<file path="src/rtl/argmax_select_if.sv">
// Handshake bundle for argmax_select: vector in, winning class/score out.
// Parameters must match the argmax_select instance it is bound to.
interface argmax_select_if #(
  parameter int unsigned NUM_CLASSES       = 10,
  parameter int unsigned NORM_OUT_BITWIDTH = 16
);
  localparam int unsigned IDX_W = (NUM_CLASSES > 1) ? $clog2(NUM_CLASSES) : 1;

  logic [NORM_OUT_BITWIDTH*NUM_CLASSES-1:0] in_vector;
  logic                                     in_valid;
  logic                                     in_ready;
  logic [IDX_W-1:0]                         out_class;
  logic [NORM_OUT_BITWIDTH-1:0]             out_value;
  logic                                     out_confident;
  logic                                     out_valid;
  logic                                     out_ready;

  modport master (
    output in_vector, in_valid, out_ready,
    input  in_ready, out_class, out_value, out_confident, out_valid
  );

  modport slave (
    input  in_vector, in_valid, out_ready,
    output in_ready, out_class, out_value, out_confident, out_valid
  );
endinterface

</file>
<file path="src/rtl/argmax_select.sv">
// Sequential argmax over a captured score vector: one class compared per cycle,
// ties resolve to the lowest index, result held until the consumer takes it.
module argmax_select #(
  parameter int unsigned                NUM_CLASSES       = 10,
  parameter int unsigned                NORM_OUT_BITWIDTH = 16,
  parameter logic [NORM_OUT_BITWIDTH-1:0] CONF_THRESHOLD  = 16'h8000
) (
  input logic           clock,
  input logic           reset,
  argmax_select_if.slave bus
);
  localparam int unsigned IDX_W    = (NUM_CLASSES > 1) ? $clog2(NUM_CLASSES) : 1;
  localparam int unsigned W        = NORM_OUT_BITWIDTH;
  localparam int unsigned NumSlots = 1 << IDX_W;
  localparam logic [IDX_W-1:0] LastIdx = IDX_W'(NUM_CLASSES - 1);

  typedef enum logic [1:0] {StIdle, StScan, StDone} state_e;

  state_e                 state_q, state_d;
  logic [IDX_W-1:0]       cnt_q, cnt_d;
  logic [W-1:0]           max_val_q, max_val_d;
  logic [IDX_W-1:0]       max_idx_q, max_idx_d;
  logic [W*NUM_CLASSES-1:0] vec_q, vec_d;
  logic [IDX_W-1:0]       res_class_q;
  logic [W-1:0]           res_value_q;
  logic                   res_conf_q;
  logic                   load_result;

  // Padded to a power of two so the counter can index without a width mismatch.
  logic [W-1:0] score [NumSlots];
  for (genvar k = 0; k < NumSlots; k++) begin : g_score
    if (k < NUM_CLASSES) begin : g_real
      assign score[k] = vec_q[W*k +: W];
    end else begin : g_pad
      assign score[k] = '0;
    end
  end

  always_comb begin
    state_d   = state_q;
    cnt_d     = cnt_q;
    max_val_d = max_val_q;
    max_idx_d = max_idx_q;
    vec_d     = vec_q;
    unique case (state_q)
      StIdle: begin
        if (bus.in_valid) begin
          vec_d     = bus.in_vector;
          max_val_d = bus.in_vector[W-1:0];
          max_idx_d = '0;
          cnt_d     = IDX_W'(1);
          state_d   = (NUM_CLASSES > 1) ? StScan : StDone;
        end
      end
      StScan: begin
        if (score[cnt_q] > max_val_q) begin
          max_val_d = score[cnt_q];
          max_idx_d = cnt_q;
        end
        if (cnt_q == LastIdx) begin
          state_d = StDone;
        end else begin
          cnt_d = cnt_q + IDX_W'(1);
        end
      end
      StDone: begin
        if (bus.out_ready) begin
          state_d = StIdle;
        end
      end
      default: state_d = StIdle;
    endcase
  end

  // Result registers load once on entry to DONE and persist until the next result.
  assign load_result = (state_d == StDone) && (state_q != StDone);

  always_ff @(posedge clock or posedge reset) begin
    if (reset) begin
      state_q     <= StIdle;
      cnt_q       <= '0;
      max_val_q   <= '0;
      max_idx_q   <= '0;
      vec_q       <= '0;
      res_class_q <= '0;
      res_value_q <= '0;
      res_conf_q  <= 1'b0;
    end else begin
      state_q   <= state_d;
      cnt_q     <= cnt_d;
      max_val_q <= max_val_d;
      max_idx_q <= max_idx_d;
      vec_q     <= vec_d;
      if (load_result) begin
        res_class_q <= max_idx_d;
        res_value_q <= max_val_d;
        res_conf_q  <= (max_val_d >= CONF_THRESHOLD);
      end
    end
  end

  assign bus.in_ready      = (state_q == StIdle);
  assign bus.out_valid     = (state_q == StDone);
  assign bus.out_class     = res_class_q;
  assign bus.out_value     = res_value_q;
  assign bus.out_confident = res_conf_q;
endmodule

</file>
<file path="src/flat_wrapper.sv">
// flat-port wrapper written by rule: the top's interface ports become plain ports
module argmax_select_flat 
#(
  parameter int unsigned                NUM_CLASSES       = 10,
  parameter int unsigned                NORM_OUT_BITWIDTH = 16,
  parameter logic [NORM_OUT_BITWIDTH-1:0] CONF_THRESHOLD  = 16'h8000
)
  (clock, reset, bus_in_vector, bus_in_valid, bus_out_ready, bus_in_ready, bus_out_class, bus_out_value, bus_out_confident, bus_out_valid);
  argmax_select_if #(.NUM_CLASSES(NUM_CLASSES), .NORM_OUT_BITWIDTH(NORM_OUT_BITWIDTH)) bus_i ();
  input logic clock;
  input logic reset;
  input wire logic [$bits(bus_i.in_vector)-1:0] bus_in_vector;
  input wire logic [$bits(bus_i.in_valid)-1:0] bus_in_valid;
  input wire logic [$bits(bus_i.out_ready)-1:0] bus_out_ready;
  output wire logic [$bits(bus_i.in_ready)-1:0] bus_in_ready;
  output wire logic [$bits(bus_i.out_class)-1:0] bus_out_class;
  output wire logic [$bits(bus_i.out_value)-1:0] bus_out_value;
  output wire logic [$bits(bus_i.out_confident)-1:0] bus_out_confident;
  output wire logic [$bits(bus_i.out_valid)-1:0] bus_out_valid;
  assign bus_i.in_vector = bus_in_vector;
  assign bus_i.in_valid = bus_in_valid;
  assign bus_i.out_ready = bus_out_ready;
  assign bus_in_ready = bus_i.in_ready;
  assign bus_out_class = bus_i.out_class;
  assign bus_out_value = bus_i.out_value;
  assign bus_out_confident = bus_i.out_confident;
  assign bus_out_valid = bus_i.out_valid;
  argmax_select #(.NUM_CLASSES(NUM_CLASSES), .NORM_OUT_BITWIDTH(NORM_OUT_BITWIDTH), .CONF_THRESHOLD(CONF_THRESHOLD)) u_core (.clock(clock), .reset(reset), .bus(bus_i));
endmodule
</file>
<file path="config.mk">
export PLATFORM = sky130hd
export DESIGN_NAME = argmax_select_flat
export DESIGN_NICKNAME = d
export VERILOG_FILES = /design/src/rtl/argmax_select_if.sv /design/src/rtl/argmax_select.sv /design/src/flat_wrapper.sv
export SDC_FILE = /design/constraint.sdc
export NUM_CORES = 1
export LEC_CHECK = 0
export ABC_AREA = 1
export CORE_MARGIN = 3
export CORE_UTILIZATION = 57
export DETAILED_ROUTE_END_ITERATION = 8
export PLACE_DENSITY_LB_ADDON = 0.1
export SLEW_MARGIN = 10
export SYNTH_ARGS = -nofsm -noshare
export SYNTH_HDL_FRONTEND = slang
export SYNTH_SLANG_ARGS = --single-unit
</file>
<file path="constraint.sdc">
create_clock -name clock -period 12.6 [get_ports clock]
set_clock_uncertainty 0.15 [all_clocks]
set_input_delay 3.78 -clock clock [delete_from_list [all_inputs] [get_ports clock]]
set_output_delay 3.78 -clock clock [all_outputs]
set_load 0.01 [all_outputs]
</file>
# Word level (Yosys, flattened, before mapping)
# Index checks and enable logic that the tools add are counted.
# op_classes
addsub	1
multipliers	0
div_mod_pow	0
order_cmp	3
eq_ne	7
n_shift	0
n_mux	16
bitwise_logic	1
n_reduce_logical	5
# ops
cell	n
binary-select mux 16 bit (select 4 bit)	1
two-way mux 16 bit	4
case mux 16 bit (2 select lines)	1
greater-or-equal comparator 16 bit (second input constant)	1
> comparator 16 bit	1
two-way mux 4 bit	4
case mux 4 bit (2 select lines)	2
two-way mux 2 bit	3
!= test 2 bit (second input constant)	3
case mux 2 bit (3 select lines)	1
greater-or-equal comparator 5 bit (second input constant)	1
NOT 4 -> 5 bit	1
adder 4 x 1 -> 4 bit (second input constant)	1
equality test 2 bit (second input constant)	2
equality test 4 bit (second input constant)	1
AND reduction 3 bit	1
equality test 2 x 1 -> 1 bit (second input constant)	1
logical NOT 2 bit	1
AND reduction 2 bit	1
nonzero test 2 bit	1
logical AND 1 bit	1
# totals
register_bits	207
latchBits	0
mem_bits_rw	0
mem_bits_ro	0
input_bits	164
wordCells	41
memories	0

# Depth between registers and ports, before layout
# depth
ltp_word	8
depth_mapped	27
ltp_nobuf	23

# Least setup slack after synthesis
# Ideal clock, no wire load.
# synth_path
kind	register to output
startpoint	reg u_core.state_q[1]
endpoint	out bus_out_valid
t_arrival_ns	1.125
setup_slack_ns	7.545
stages_incl_launch_ff	5
path_buffers	2
path_cell_list	dfrtp_1 > clkbuf_1 > clkbuf_1 > nand2_1 > inv_1
# synth_between
elab_chain_cells	1
# synth_rtl
element	line	rtl
start, declared	argmax_select.sv:19	state_e state_q, state_d;
start signal, assigned	argmax_select.sv:80	state_q <= StIdle;
start signal, assigned	argmax_select.sv:89	state_q <= state_d;
equality test 2 bit	argmax_select.sv:103	assign bus.out_valid = (state_q == StDone);
end, declared	flat_wrapper.sv:19	output wire logic [$bits(bus_i.out_valid)-1:0] bus_out_valid;
# Every way passes these cells.

# Worst setup path after layout
# layout_path
startpoint	in bus_in_valid
endpoint	reg u_core.res_value_q[15], in the netlist u_core.bus.out_value[15]
# layout_between
elab_chain_cells	4
word_cells_on_any_way	6
# layout_rtl
element	line	rtl
start, declared	flat_wrapper.sv:13	input wire logic [$bits(bus_i.in_valid)-1:0] bus_in_valid;
two-way mux 2 bit	argmax_select.sv:47	if (bus.in_valid) begin
case mux 2 bit (3 select lines)	argmax_select.sv:45	unique case (state_q)
equality test 2 bit	argmax_select.sv:76	assign load_result = (state_d == StDone) && (state_q != StDone);
logical AND 1 bit	argmax_select.sv:76	
end signal, assigned	argmax_select.sv:96	res_value_q <= max_val_d;
end, declared	argmax_select.sv:25	logic [W-1:0] res_value_q;
# Parallel ways exist; a longest one is shown, timed or not.
# A chain may end at the register's enable or synchronous reset.

==> results.md <==
* Final worst slack at 5.67 ns
* Row count at 48
* Pin count of the biggest net entering global routing at 146
* First-pass GRT wire length at 47200 um
* Sum Neg Setup Slack at 0 ns
* CP endpoint kind: register
* Area of the die at 0.0201 mm2
* CTS buffer count at 22
* Sink Count at 207
* Die span in x at 142 um
* Fillers at 1409
* Core Area at 0.0177 mm2
* Synth unique cells at 30
* Final worst path period need at 6.93 ns
* Die Ht at 142 um
* Drt via density at 5.34
* Vias in the first global route at 9217
* CTS Root Cell: clkbuf_16
* Setup violators final at 0
* Area delta synth->final at 24.1%
* Setup Crit Path Kind: in2reg
* Wl on met1 at 12900 um
* Ys Warns at 0
* Status: finished, final reports clean
* Max incr delay on CP at 0.95 ns
* Postcts setup bufs at 0
* Drt drc at 0
* Critical path's top delay family: buffers and inverters
* Final-report hold violation count at 0
* Post-synth net total at 1602
* Register area share after synthesis at 49.4%
* Nets@finish at 1738
* HPWL Detailed at 19800 um
* Layout cells sized above 1 at 3.69%
* Vias at 9593
* Placer Congestion at 0.891
* Min-delay worst type: reg2reg
* Final period util at 55.0%
* Antenna-violating nets left at 0
* Worst Setup Start Kind: input port
* Pleak at 6.53 nW
* WP data arrival at 7.22 ns
* PwrDens at 277 mW/mm2
* Pre-CTS WS at 5.20 ns
* Port-buffer cells at 186
* Io pins at 187
* Routed WL at 29200 um
* Synthesized area at 0.0105 mm2
* Initial antenna violation count at 0
* Non-Filler Instances at 1795
* Synth Register Bits at 207
* CTS tree: yes
* WL per Instance at 16.3 um
* Worst vdd ir at 0.000175 V
* Max-slew headroom at 20.0%
* # diodes at 0
* CTS Buffer Depth at 3
* WL met3 at 2220 um
* Final Power at 3.61 mW
* FMAX at 144 MHz
* Unrepaired setup endpoints after global routing: no
* GR Overflow Total at 0
* Resized cells post-CTS at 0
* CP Cell Sequence: clkdlybuf4s50_1, buf_4, nand2_1, buf_4, inv_6, buf_4, a221oi_1, nand2_1, nand3_1, nand2_1
* Met2 WL at 13200 um
* Main synth FF type: dfrtp_1
* Final core utilization at 73.8%
* Starting Density at 59.4%
* Worst-path clk slew at 0.06 ns
* Worst-margin pin slew at 1.20 ns
* Global Route Usage Sum at 29.2%
* Critical path's slowest cell: buf_4
* Cells after synthesis at 1420
* Max Fanout on Critical Path at 145
* Mean post-synth cell area at 7.39 um2
* Drt pass-1 iters at 5
* Top Layer Used: met4
* Worst Path Buf+Inv at 5
* Critical path data required time at 12.89 ns
* Maximum Capacitance Violations at 0
* Initial drt markers at 880
* Slew Limit Fails at 0
* CTS HTree Levels at 1
* Async set or reset register ratio after synthesis at 100%
* DP Cell Count at 1757
* CTS Hold Bufs at 0
* Clk_lat worst skew at 0.50 ns
* Number of synthesized flops with an enable pin at 0
==> area by class of cell <==
| class | instances | area, um2 | area share, % |
|---|---|---|---|
| Multi-Input combinational cell | 969 | 4260 | 32.7 |
| Clock buffer | 35 | 691 | 5.30 |
| Timing Repair Buffer | 194 | 1920 | 14.8 |
| Clock inverter | 3 | 65.1 | 0.500 |
| Sequential cell | 207 | 5180 | 39.8 |
| Tap cell | 225 | 282 | 2.16 |
| Inverter | 162 | 623 | 4.78 |
==> path summary, 6_finish.rpt <==
path                                    startpoint                        to  slack [ns]  depth (start not counted)
max                                   bus_in_valid  u_core.bus.out_value[15]        5.67                         10
min                        u_core.bus.out_class[1]   u_core.bus.out_class[1]        0.33                          2
max reg2reg                        u_core.cnt_q[0]       u_core.max_idx_q[1]        8.13                         17
min reg2reg                u_core.bus.out_class[1]   u_core.bus.out_class[1]        0.33                          2
max in group asynchronous                    reset           u_core.cnt_q[0]        6.96                          3
min in group asynchronous                    reset         u_core.vec_q[138]        3.71                          2
==> state kept, by name, summed over array words and instances, names as in the netlist <==
signal                    cells
u_core.bus.out_class          4
u_core.state_q                2
u_core.bus.out_confident      1
u_core.cnt_q                  4
u_core.bus.out_value         16
u_core.max_idx_q              4
u_core.max_val_q             16
u_core.vec_q                160
==> cell usage in the layout, fill, tap and decap left out <==
cell,instances
inv_6,1
a221oi_1,2
o21ai_1,2
nand3_2,1
bufinv_16,2
or4_1,1
nand4_1,1
dfrtp_1,206
nor3_2,1
clkbuf_1,5
nand3_1,150
buf_4,8
inv_8,1
clkbuf_8,7
inv_4,1
o21ai_0,147
nand2_1,608
a21boi_1,2
nand2_2,3
dfrtp_2,1
nor2_2,1
clkdlybuf4s50_1,186
a21o_1,1
nor3_4,1
or2_1,2
clkbuf_16,23
a21oi_1,12
clkinv_2,1
ha_1,18
inv_2,6
a22oi_1,1
and2_1,2
nor2_1,13
inv_1,153
==> per-stage QoR <==
stage | hold WS (ns) | area [um2]
floorplan | 0.299 | 10500
global placement | 0.312 | 12300
detailed placement | 0.315 | 12300
CTS | 0.331 | 13000
global route | 0.348 | 13000
finish | 0.327 | 13000
==> report_power, final <==
group	switching, mW	leakage [nW]	total [mW]	internal, mW
Sequential	0.164	2.55	1.16	0.994
Clock	0.260	0.372	0.674	0.414
Combinational	1.16	3.61	1.78	0.617
==> synth_stat cells, types with 2 or more instances <==
cell type,number,area (um2)
ha_1,18,225
buf_2,42,210
and2_1,2,12.5
buf_1,3,11.3
buf_4,4,30.0
inv_1,155,582
o21ai_1,2,10.0
a21boi_1,2,15.0
nand2_2,3,18.8
o21ai_0,147,736
clkbuf_1,23,86.3
a221oi_1,2,17.5
nor2_1,13,48.8
or2_1,2,12.5
nand2_1,608,2280
buf_6,9,101
dfrtp_1,207,5180
a21oi_1,12,60.1
inv_2,6,22.5
nand3_1,150,751
==> worst reg2reg max path: stages (launching register included) <==
cell	delay (ns)
dfrtp_2	0.87
buf_4	0.65
nand2_1	0.14
nand3_1	0.16
nand3_1	0.15
nand3_1	0.16
nand2_1	0.12
ha_1	0.32
nand2_1	0.07
nor2_1	0.16
nand2_1	0.08
nand2_1	0.07
nand2_1	0.07
nand2_2	0.30
nand2_2	0.34
o21ai_0	0.30
nand2_1	0.10
and2_1	0.15
==> per-layer routing <==
layer	global-route usage [%]	vias up
met5	0	-
met4	7.98	0
met3	4.42	61
met2	45.2	410
met1	43.2	4442
li1	-	4680
==> cell families (layout without fill, tap and decap cells) <==
logic type               after synthesis  after routing  synth area share, %
AO/OA/AOI/OAI                        167            167                 8.13
adder cells (fa/ha/maj)               18             18                 2.15
flip-flops                           207            207                 49.4
AND/OR/NAND/NOR                      784            784                 30.3
buffers and inverters                244            394                 10.1
Note: power is estimated with default switching activity, not from simulation.
